## config.mk

```make
export PLATFORM = sky130hd
export DESIGN_NAME = posit_pack_sched
export DESIGN_NICKNAME = d
export VERILOG_FILES = /design/src/rtl/posit_pkg.sv /design/src/rtl/packer.sv /design/src/rtl/rr_arbiter.sv /design/src/rtl/posit_pack_sched.sv
export SDC_FILE = /design/constraint.sdc
export NUM_CORES = 1
export LEC_CHECK = 0
export ABC_AREA = 1
export BUFFER_PORTS_ARGS = -buffer_cell sky130_fd_sc_hd__buf_2
export CORE_MARGIN = 1
export CORE_UTILIZATION = 47
export CTS_CLUSTER_SIZE = 10
export DETAILED_ROUTE_END_ITERATION = 6
export HOLD_SLACK_MARGIN = 0.15
export PLACE_DENSITY = 0.75
export SYNTH_ARGS = -nofsm -noshare
export SYNTH_HDL_FRONTEND = slang
export SYNTH_HIERARCHICAL = 1
export SYNTH_SLANG_ARGS = --single-unit
```

## constraint.sdc

```tcl
create_clock -name clk -period 8.2 [get_ports clk]
set_input_delay 0.82 -clock clk [delete_from_list [all_inputs] [get_ports clk]]
set_output_delay 0.82 -clock clk [all_outputs]
set_load 0.02 [all_outputs]
```

## src/rtl/posit_pkg.sv

```systemverilog
// Shared helpers for the posit pack scheduler.
//   posit_nar(n)   : NaR bit pattern for an n-bit posit (sign bit only), up to 64 bits
//   POSIT_ZERO     : all-zero posit pattern, up to 64 bits
//   tag_width(n)   : bits needed to name one of n requesters (at least 1)
package posit_pkg;

  localparam logic [63:0] POSIT_ZERO = 64'd0;

  function automatic logic [63:0] posit_nar(input int unsigned n);
    return 64'd1 << (n - 1);
  endfunction

  function automatic int unsigned tag_width(input int unsigned n);
    return (n <= 1) ? 1 : $clog2(n);
  endfunction

endpackage

```

## src/rtl/packer.sv

```systemverilog
// Combinational posit packer (positive results only).
//   seed  : signed regime value k
//   exp   : exponent field
//   frac  : fraction bits after the hidden one, MSB-aligned
//   posit : packed posit; regime saturates to maxpos/minpos, low bits truncate
module packer #(
  parameter int unsigned N  = 32,
  parameter int unsigned ES = 3
) (
  input  logic [N-1:0]  seed,
  input  logic [ES-1:0] exp,
  input  logic [N-1:0]  frac,
  output logic [N-1:0]  posit
);

  localparam int unsigned W  = ES + N + 2;
  localparam int unsigned SW = $clog2(W + 1);

  logic                neg;
  logic [N-1:0]        amt;
  logic [SW-1:0]       shamt;
  logic signed [W-1:0] pat;
  logic signed [W-1:0] shifted;
  logic [N-2:0]        body;

  // The pattern starts as the two-bit regime for k=0 ("10") or k=-1 ("01");
  // an arithmetic shift extends the leading run by |k| (k>=0) or -k-1 (k<0).
  // Shifting by W or more floods the body with the run bit, which is saturation.
  always_comb begin
    neg     = seed[N-1];
    amt     = neg ? ~seed : seed;
    shamt   = (amt > N'(W)) ? SW'(W) : amt[SW-1:0];
    pat     = {~neg, neg, exp, frac};
    shifted = pat >>> shamt;
    body    = shifted[W-1 -: N-1];
    // A run of zeros that fills the body would read as zero; clamp to minpos.
    if (body == '0) begin
      body = (N-1)'(1);
    end
    posit = {1'b0, body};
  end

endmodule

```

## src/rtl/rr_arbiter.sv

```systemverilog
// Round-robin arbiter. Owns the priority pointer.
//   clk, rst_n : clock, synchronous active-low reset (pointer -> 0)
//   req        : request vector
//   en         : grant allowed this cycle; a grant with en high is an accept
//   gnt        : one-hot grant, zero when en is low or no request is set
//   gnt_idx    : index of the highest-priority request (valid when any request is set)
module rr_arbiter
  import posit_pkg::*;
#(
  parameter int unsigned NREQ = 4,
  localparam int unsigned TW = tag_width(NREQ)
) (
  input  logic            clk,
  input  logic            rst_n,
  input  logic [NREQ-1:0] req,
  input  logic            en,
  output logic [NREQ-1:0] gnt,
  output logic [TW-1:0]   gnt_idx
);

  logic [TW-1:0] ptr_q, ptr_d;
  logic          found;

  // Scan from ptr upward, wrapping, and take the first set request.
  always_comb begin
    int unsigned cand;
    found   = 1'b0;
    gnt_idx = '0;
    gnt     = '0;
    cand    = 0;
    for (int unsigned off = 0; off < NREQ; off++) begin
      cand = (32'(ptr_q) + off) % NREQ;
      if (!found && req[cand]) begin
        found   = 1'b1;
        gnt_idx = TW'(cand);
      end
    end
    if (found && en) begin
      gnt[gnt_idx] = 1'b1;
    end
    ptr_d = ptr_q;
    if (found && en) begin
      ptr_d = TW'((32'(gnt_idx) + 1) % NREQ);
    end
  end

  always_ff @(posedge clk) begin
    if (!rst_n) begin
      ptr_q <= '0;
    end else begin
      ptr_q <= ptr_d;
    end
  end

endmodule

```

## src/rtl/posit_pack_sched.sv

```systemverilog
// Shares one posit packer between NREQ result producers.
//   clk, rst_n          : clock, synchronous active-low reset
//   req_valid/req_ready : per-requester handshake; req_ready is the one-hot grant
//   req_seed/exp/frac   : packer operands, slice i per requester
//   req_zero/req_nar    : special results (NaR overrides zero)
//   out_valid/out_ready : result handshake
//   out_posit/out_tag   : packed posit and originating requester index
//   busy                : any pipeline stage holds data
module posit_pack_sched
  import posit_pkg::*;
#(
  parameter int unsigned N    = 32,
  parameter int unsigned ES   = 3,
  parameter int unsigned NREQ = 4,
  localparam int unsigned TW  = tag_width(NREQ)
) (
  input  logic               clk,
  input  logic               rst_n,
  input  logic [NREQ-1:0]    req_valid,
  output logic [NREQ-1:0]    req_ready,
  input  logic [NREQ*N-1:0]  req_seed,
  input  logic [NREQ*ES-1:0] req_exp,
  input  logic [NREQ*N-1:0]  req_frac,
  input  logic [NREQ-1:0]    req_zero,
  input  logic [NREQ-1:0]    req_nar,
  output logic               out_valid,
  input  logic               out_ready,
  output logic [N-1:0]       out_posit,
  output logic [TW-1:0]      out_tag,
  output logic               busy
);

  localparam logic [N-1:0] NarVal  = N'(posit_nar(N));
  localparam logic [N-1:0] ZeroVal = N'(POSIT_ZERO);

  logic          s1_ready, s2_ready, accept, advance;
  logic [TW-1:0] gnt_idx;

  logic          s1_valid_q;
  logic [N-1:0]  s1_seed_q, s1_frac_q;
  logic [ES-1:0] s1_exp_q;
  logic          s1_zero_q, s1_nar_q;
  logic [TW-1:0] s1_tag_q;

  logic          out_valid_q;
  logic [N-1:0]  out_posit_q, out_posit_d;
  logic [TW-1:0] out_tag_q;

  logic [N-1:0]  sel_seed, sel_frac, packed_posit;
  logic [ES-1:0] sel_exp;
  logic          sel_zero, sel_nar;

  assign s2_ready = !out_valid_q || out_ready;
  assign s1_ready = !s1_valid_q || s2_ready;
  assign accept   = |req_ready;
  assign advance  = s1_valid_q && s2_ready;

  rr_arbiter #(
    .NREQ(NREQ)
  ) u_arb (
    .clk    (clk),
    .rst_n  (rst_n),
    .req    (req_valid),
    .en     (s1_ready),
    .gnt    (req_ready),
    .gnt_idx(gnt_idx)
  );

  always_comb begin
    int unsigned sel;
    sel      = 32'(gnt_idx);
    sel_seed = req_seed[sel*N +: N];
    sel_exp  = req_exp[sel*ES +: ES];
    sel_frac = req_frac[sel*N +: N];
    sel_zero = req_zero[sel];
    sel_nar  = req_nar[sel];
  end

  packer #(
    .N (N),
    .ES(ES)
  ) u_packer (
    .seed (s1_seed_q),
    .exp  (s1_exp_q),
    .frac (s1_frac_q),
    .posit(packed_posit)
  );

  always_comb begin
    out_posit_d = packed_posit;
    if (s1_nar_q) begin
      out_posit_d = NarVal;
    end else if (s1_zero_q) begin
      out_posit_d = ZeroVal;
    end
  end

  // Stage 1: operand register.
  always_ff @(posedge clk) begin
    if (!rst_n) begin
      s1_valid_q <= 1'b0;
      s1_seed_q  <= '0;
      s1_exp_q   <= '0;
      s1_frac_q  <= '0;
      s1_zero_q  <= 1'b0;
      s1_nar_q   <= 1'b0;
      s1_tag_q   <= '0;
    end else if (accept) begin
      s1_valid_q <= 1'b1;
      s1_seed_q  <= sel_seed;
      s1_exp_q   <= sel_exp;
      s1_frac_q  <= sel_frac;
      s1_zero_q  <= sel_zero;
      s1_nar_q   <= sel_nar;
      s1_tag_q   <= gnt_idx;
    end else if (s2_ready) begin
      s1_valid_q <= 1'b0;
    end
  end

  // Stage 2: result register; refills in the same edge it drains.
  always_ff @(posedge clk) begin
    if (!rst_n) begin
      out_valid_q <= 1'b0;
      out_posit_q <= '0;
      out_tag_q   <= '0;
    end else if (advance) begin
      out_valid_q <= 1'b1;
      out_posit_q <= out_posit_d;
      out_tag_q   <= s1_tag_q;
    end else if (out_ready) begin
      out_valid_q <= 1'b0;
    end
  end

  assign out_valid = out_valid_q;
  assign out_posit = out_posit_q;
  assign out_tag   = out_tag_q;
  assign busy      = s1_valid_q || out_valid_q;

endmodule
```

# Word-level counts from Yosys, hierarchy flattened
# Cells that the tools add are included.
op_classes:
  addsub: 4
  multipliers: 1
  n_lt_le_gt_ge: 8
  shifts: 4
  n_mux: 32
  n_bitwise: 2
  reduce_logical: 18
op_table:
  columns: ["cell", "n"]
  rows:
  - ["$shiftx 128x8->32", 2]
  - ["$mux 32", 2]
  - ["$mux 31", 2]
  - ["$sshr 37x6->37", 1]
  - ["$gt 32x6->1 const B", 1]
  - ["$not 32->32", 1]
  - ["$logic_not 31->1", 1]
  - ["$lt 2x3->1 const B", 6]
  - ["$mux 1", 15]
  - ["$bmux 1 s2", 6]
  - ["$shiftx 12x5->3", 1]
  - ["$mux 2", 4]
  - ["$logic_and 1x1->1", 6]
  - ["$mux 6", 1]
  - ["$logic_not 1->1", 5]
  - ["$add 2x1->2 const B", 2]
  - ["$add 2x2->2 const B", 2]
  - ["$mul 2x2->4 const B", 1]
  - ["$mux 4", 1]
  - ["$reduce_bool 2->1", 2]
  - ["$reduce_or 4->1", 1]
  - ["$logic_or 1x1->1", 3]
  - ["$demux 1 s2", 1]
  - ["$ge 2x1->1 const B", 1]
  - ["$not 1->1", 1]
word_totals:
  register_bits: 109
  in_bits: 283
  output_inout_bits: 40
  word_cells: 80

# Longest topological paths before layout
logic_depth:
  ltp_word: 19
  ltp_mapped: 31
  mapped_depth_nobuf: 29

# Cells and area by module
# Netlist, hierarchy kept.
modules_own_cells:
  columns: ["mod", "n_inst", "cells_each", "area_each_um2", "seq_area_each_um2"]
  rows:
  - ["posit_pack_sched", 1, 1032, 6264.8, 2142.1]
  - ["packer", 1, 637, 2869.0, 0.0]
  - ["rr_arbiter", 1, 85, 494.2, 40.0]

# Worst setup path before layout
# No wires, ideal clock.
synth_timing:
  path_type: "in2reg"
  startpoint: "in req_valid[3]"
  endpoint: "reg s1_frac_q[10]"
  setup_ns: 0.128
  t_arrival_ns: 2.834
  required_ns: 8.072
  path_slack_ns: 5.237
  stages: 17
  n_path_buf: 2
  path_cell_list: "inv_1 nand2_1 nand3_1 nand2_2 inv_1 nand2_1 nand2_1 nand3_1 inv_1 ha_1 inv_1 nor2_1 nor2_2 nand2_2 buf_6 clkbuf_1 a21oi_1"
synth_between:
  elab_chain_len: 18
  word_cells_on_any_way: 31
  classes_between: "2 x order compare; 1 x shift; 19 x mux; 9 x reduce/logical"
synth_lines:
  columns: ["item", "line_no", "rtl"]
  rows:
  - ["from (decl)", "posit_pack_sched.sv:19", "input logic [NREQ-1:0] req_valid,"]
  - ["$bmux 1 s2", "rr_arbiter.sv:33", "if (!found && req[cand]) begin"]
  - ["$mux 1 (not written as such)", "rr_arbiter.sv:33", null]
  - ["$mux 1", "rr_arbiter.sv:33", null]
  - ["$logic_not 1->1", "rr_arbiter.sv:33", null]
  - ["$logic_and 1x1->1", "rr_arbiter.sv:33", null]
  - ["$mux 1", "rr_arbiter.sv:33", null]
  - ["$logic_not 1->1", "rr_arbiter.sv:33", null]
  - ["$logic_and 1x1->1", "rr_arbiter.sv:33", null]
  - ["[... 4 more ...]", null, null]
  - ["net gnt_idx[0]", "posit_pack_sched.sv:37", "logic [TW-1:0] gnt_idx;"]
  - ["$lt 2x3->1 (not written as such) or $ge 2x1->1 (tied branches)", "rr_arbiter.sv:39", "gnt[gnt_idx] = 1'b1;"]
  - ["$logic_and 1x1->1 (not written as such)", "rr_arbiter.sv:39", null]
  - ["$mux 1 (not written as such)", "rr_arbiter.sv:39", null]
  - ["$demux 1 s2 (*)", null, null]
  - ["$mux 4 (*)", "rr_arbiter.sv:38", "if (found && en) begin"]
  - ["net req_ready[1]", "posit_pack_sched.sv:20", "output logic [NREQ-1:0] req_ready,"]
  - ["$reduce_or 4->1 (*)", "posit_pack_sched.sv:55", "assign accept = |req_ready;"]
  - ["to (signal assigned)", "posit_pack_sched.sv:112", "s1_frac_q <= sel_frac;"]
  - ["to (decl)", "posit_pack_sched.sv:40", "logic [N-1:0] s1_seed_q, s1_frac_q;"]
# Mark *: on every way through the listed nets, which the timed path passes. The rest lies on a longest branch. The select of a mux whose other input is x is not followed.
# A chain may end at the register's enable or synchronous reset.

# Final worst setup path
layout_timing:
  startpoint: "reg s1_seed_q[31]"
  endpoint: "reg out_posit_q[0], in the netlist out_posit[0]"
layout_between:
  elab_chain_len: 9
  word_cells_on_any_way: 10
  classes_between: "1 x order compare; 1 x shift; 5 x mux; 2 x bitwise; 1 x reduce/logical"
layout_lines:
  columns: ["item", "line_no", "rtl"]
  rows:
  - ["from (decl)", "posit_pack_sched.sv:40", null]
  - ["from (signal assigned)", "posit_pack_sched.sv:110", "s1_seed_q <= sel_seed;"]
  - ["$not 32->32", "packer.sv:31", "amt = neg ? ~seed : seed;"]
  - ["$mux 32", "packer.sv:31", null]
  - ["$gt 32x6->1", "packer.sv:32", "shamt = (amt > N'(W)) ? SW'(W) : amt[SW-1:0];"]
  - ["$mux 6", "packer.sv:32", null]
  - ["$sshr 37x6->37 (*)", "packer.sv:34", "shifted = pat >>> shamt;"]
  - ["$logic_not 31->1", "packer.sv:37", "if (body == '0) begin"]
  - ["$mux 31 (*)", "packer.sv:37", null]
  - ["net packed_posit[0]", "posit_pack_sched.sv:49", "logic [N-1:0] sel_seed, sel_frac, packed_posit;"]
  - ["$mux 31 (*)", "posit_pack_sched.sv:93", "end else if (s1_zero_q) begin"]
  - ["$mux 32 (*)", "posit_pack_sched.sv:91", "if (s1_nar_q) begin"]
  - ["to (signal assigned)", "posit_pack_sched.sv:129", "out_posit_q <= out_posit_d;"]
  - ["to (decl)", "posit_pack_sched.sv:46", "logic [N-1:0] out_posit_q, out_posit_d;"]
# Mark *: on every way through the listed nets, which the timed path passes. The rest lies on a longest branch.

==> reports/qor.csv <==
stage,metric,value,unit
floorplanning,die height,142,µm
critical_path,Worst Setup Path Type,reg2reg,
timing,setup TNS,0,ns
timing,Final min period,5.00,ns
yosys,synthesized area,0.00928,mm²
drt,Vias per Instance,5.19,
global_routing,GRT overflow,0,
timing,Fin. Hold Viols,0,
critical_path,Worst R2R Start,s1_seed_q[31]$_SDFFE_PN0P_,
yosys,Syn Nets,1981,
finish,Total Nets Final,2169,
yosys,Synth Warn #,6,
timing,Tcrit/Tclk final,60.9,%
place,Placer Congestion,0.923,
drt,DRT Pass-1 Iters,5,
floorplanning,CORE AREA,0.0194,mm²
timing,worst-margin pin slew,1.19,ns
pwr,pwr/cell area,460,mW/mm²
timing,"Slew Viols, Final",0,
floorplanning,die area,0.0203,mm²
critical_path,Critical path origin,s1_seed_q[31]$_SDFFE_PN0P_,
critical_path,CP arrival,5.27,ns
global_routing,initial antenna violation count,5,
floorplanning,Initial Util,47.8,%
cts,cells resized by post-CTS repair,0,
drt,routed vias,11200,
worst_hold_path,Worst Hold Class,reg2reg,
cts,TritonCTS buffer count,9,
run,max-cap viol count,0,
pwr,worst IR drop on VDD,0.000460,V
timing,final setup fails,0,
global_routing,largest net degree at the start of global routing,128,
cts,CTS tree,done,
critical_path,critical path's slowest cell,dfxtp_1,
cts,hold_buf cts,0,
worst_hold_path,hold wc startpoint,out_posit[15]$_SDFFE_PN0P_,
global_routing,vias in the first global route,10100,
timing,Final WS setup,3.20,ns
critical_path,Worst setup SP type,register,
drt,Residual DRC,0,
cts,"Setup Fix Bufs, Post-CTS",0,
timing,Fmax,200,MHz
finish,Layout area overhead,16.4,%
place,Post-DP HPWL,20.6,mm
place,placed cells,2136,
floorplanning,IO Count,323,
critical_path,crit-path most repeated cell,nand2_1,
finish,share of post-route cells with drive strength above 1,20.8,%
yosys,Gate Count Post-Synth,1694,
drt,remaining antenna violation count,0,
place,pre-CTS WS,3.29,ns
global_routing,total track usage,27.8,%
yosys,Mean Syn Cell Area,5.48,µm²
floorplanning,Die W,142,µm
timing,WHS,0.461,ns
cts,Sinks on Clock Net,103,
timing,Max-slew headroom,20.6,%
critical_path,WP data required,8.47,ns
pwr,P_leak,5.94,nW
cts,Worst-Skew Late Latency,0.36,ns
timing,RSZ-0062 raised after global routing,false,
critical_path,worst-path maximum fanout,43,
drt,WL/cell,13.0,µm
global_routing,first-pass GRT wire length,46.0,mm
place,PortBufs,298,
cts,root buffer cell,clkbuf_16,
timing,Layout Skew,0.00876,ns
cts,clock-pin transition on the worst setup and hold timing paths,0.07,ns
pwr,Total Power,4.97,mW
drt,DRT Wirelength,28.0,mm
cts,Clock Tree Buf Depth,2,
cts,H-Tree Depth,3,
outcome,status,finished clean,
drt,initial DRC count,852,
finish,fin cells,2156,
critical_path,"slowest stage delay, CP",0.88,ns
floorplanning,Core Rows,51,
critical_path,Crit. End Element,register,
flip-flops by register name (all words and copies together) (netlist names):
name         cells
out_posit       32
out_tag          2
out_valid        1
s1_exp_q         3
s1_frac_q       26
s1_nar_q         1
s1_seed_q       32
s1_tag_q         2
s1_valid_q       1
s1_zero_q        1
u_arb/ptr_q      2
area by class of cell:
cell class	count	area [µm²]
Fill cell	2075	8600
Multi-Input combinational cell	1339	6070
Sequential cell	103	2060
Timing Repair Buffer	304	1540
Inverter	125	484
Tap cell	265	332
Clock buffer	9	225
Clock inverter	7	81.3
Antenna cell	4	10.0
critical path: cells and delay by family (launching register included):
family / cells / cell delay (ns)
flip-flops: 1 / 0.88
buffers and inverters: 3 / 0.85
AO/OA/AOI/OAI: 1 / 0.15
AND/OR/NAND/NOR: 24 / 2.99
metal layers:
metal,up-vias,GRT usage [%],share of wire (%)
met5,-,0,0
met4,0,12.1,3.3
met3,70,5.08,5.7
met2,387,48.1,48
met1,4915,33.5,43
li1,5816,-,-
path summary, 6_finish.rpt:
check	end	slack (ns)	cells past startpoint
max reg2reg	out_posit[0]$_SDFFE_PN0P_	3.20	28
min	out_posit[15]$_SDFFE_PN0P_	0.46	2
max	out_posit[0]$_SDFFE_PN0P_	3.20	28
min reg2reg	out_posit[15]$_SDFFE_PN0P_	0.46	2
per-stage QoR:
step           util, %  area (µm²)
5_1_grt           55.7       10800
4_1_cts           55.6       10800
3_5_place_dp      54.0       10500
2_1_floorplan        -        9280
6_report          55.7       10800
3_3_place_gp      54.0       10500
layout by cell type (no fill, tap or decap), drive strengths merged:
cell / n
nand2: 684
nand3: 382
buf: 304
inv: 125
dfxtp: 103
a21oi: 94
nor2: 82
o21ai: 66
nand3b: 11
clkbuf: 9
or2: 5
diode: 4
ha: 4
nor3: 3
clkinvlp: 3
clkinv: 3
a31oi: 2
bufinv: 1
nand4: 1
xor2: 1
and2: 1
xnor2: 1
a41oi: 1
conb: 1
report_power, final:
group	internal [mW]	switching, mW
combinational	1.12	2.53
clock	0.240	0.200
sequential	0.726	0.151
Power figures use the tool's default switching activity.
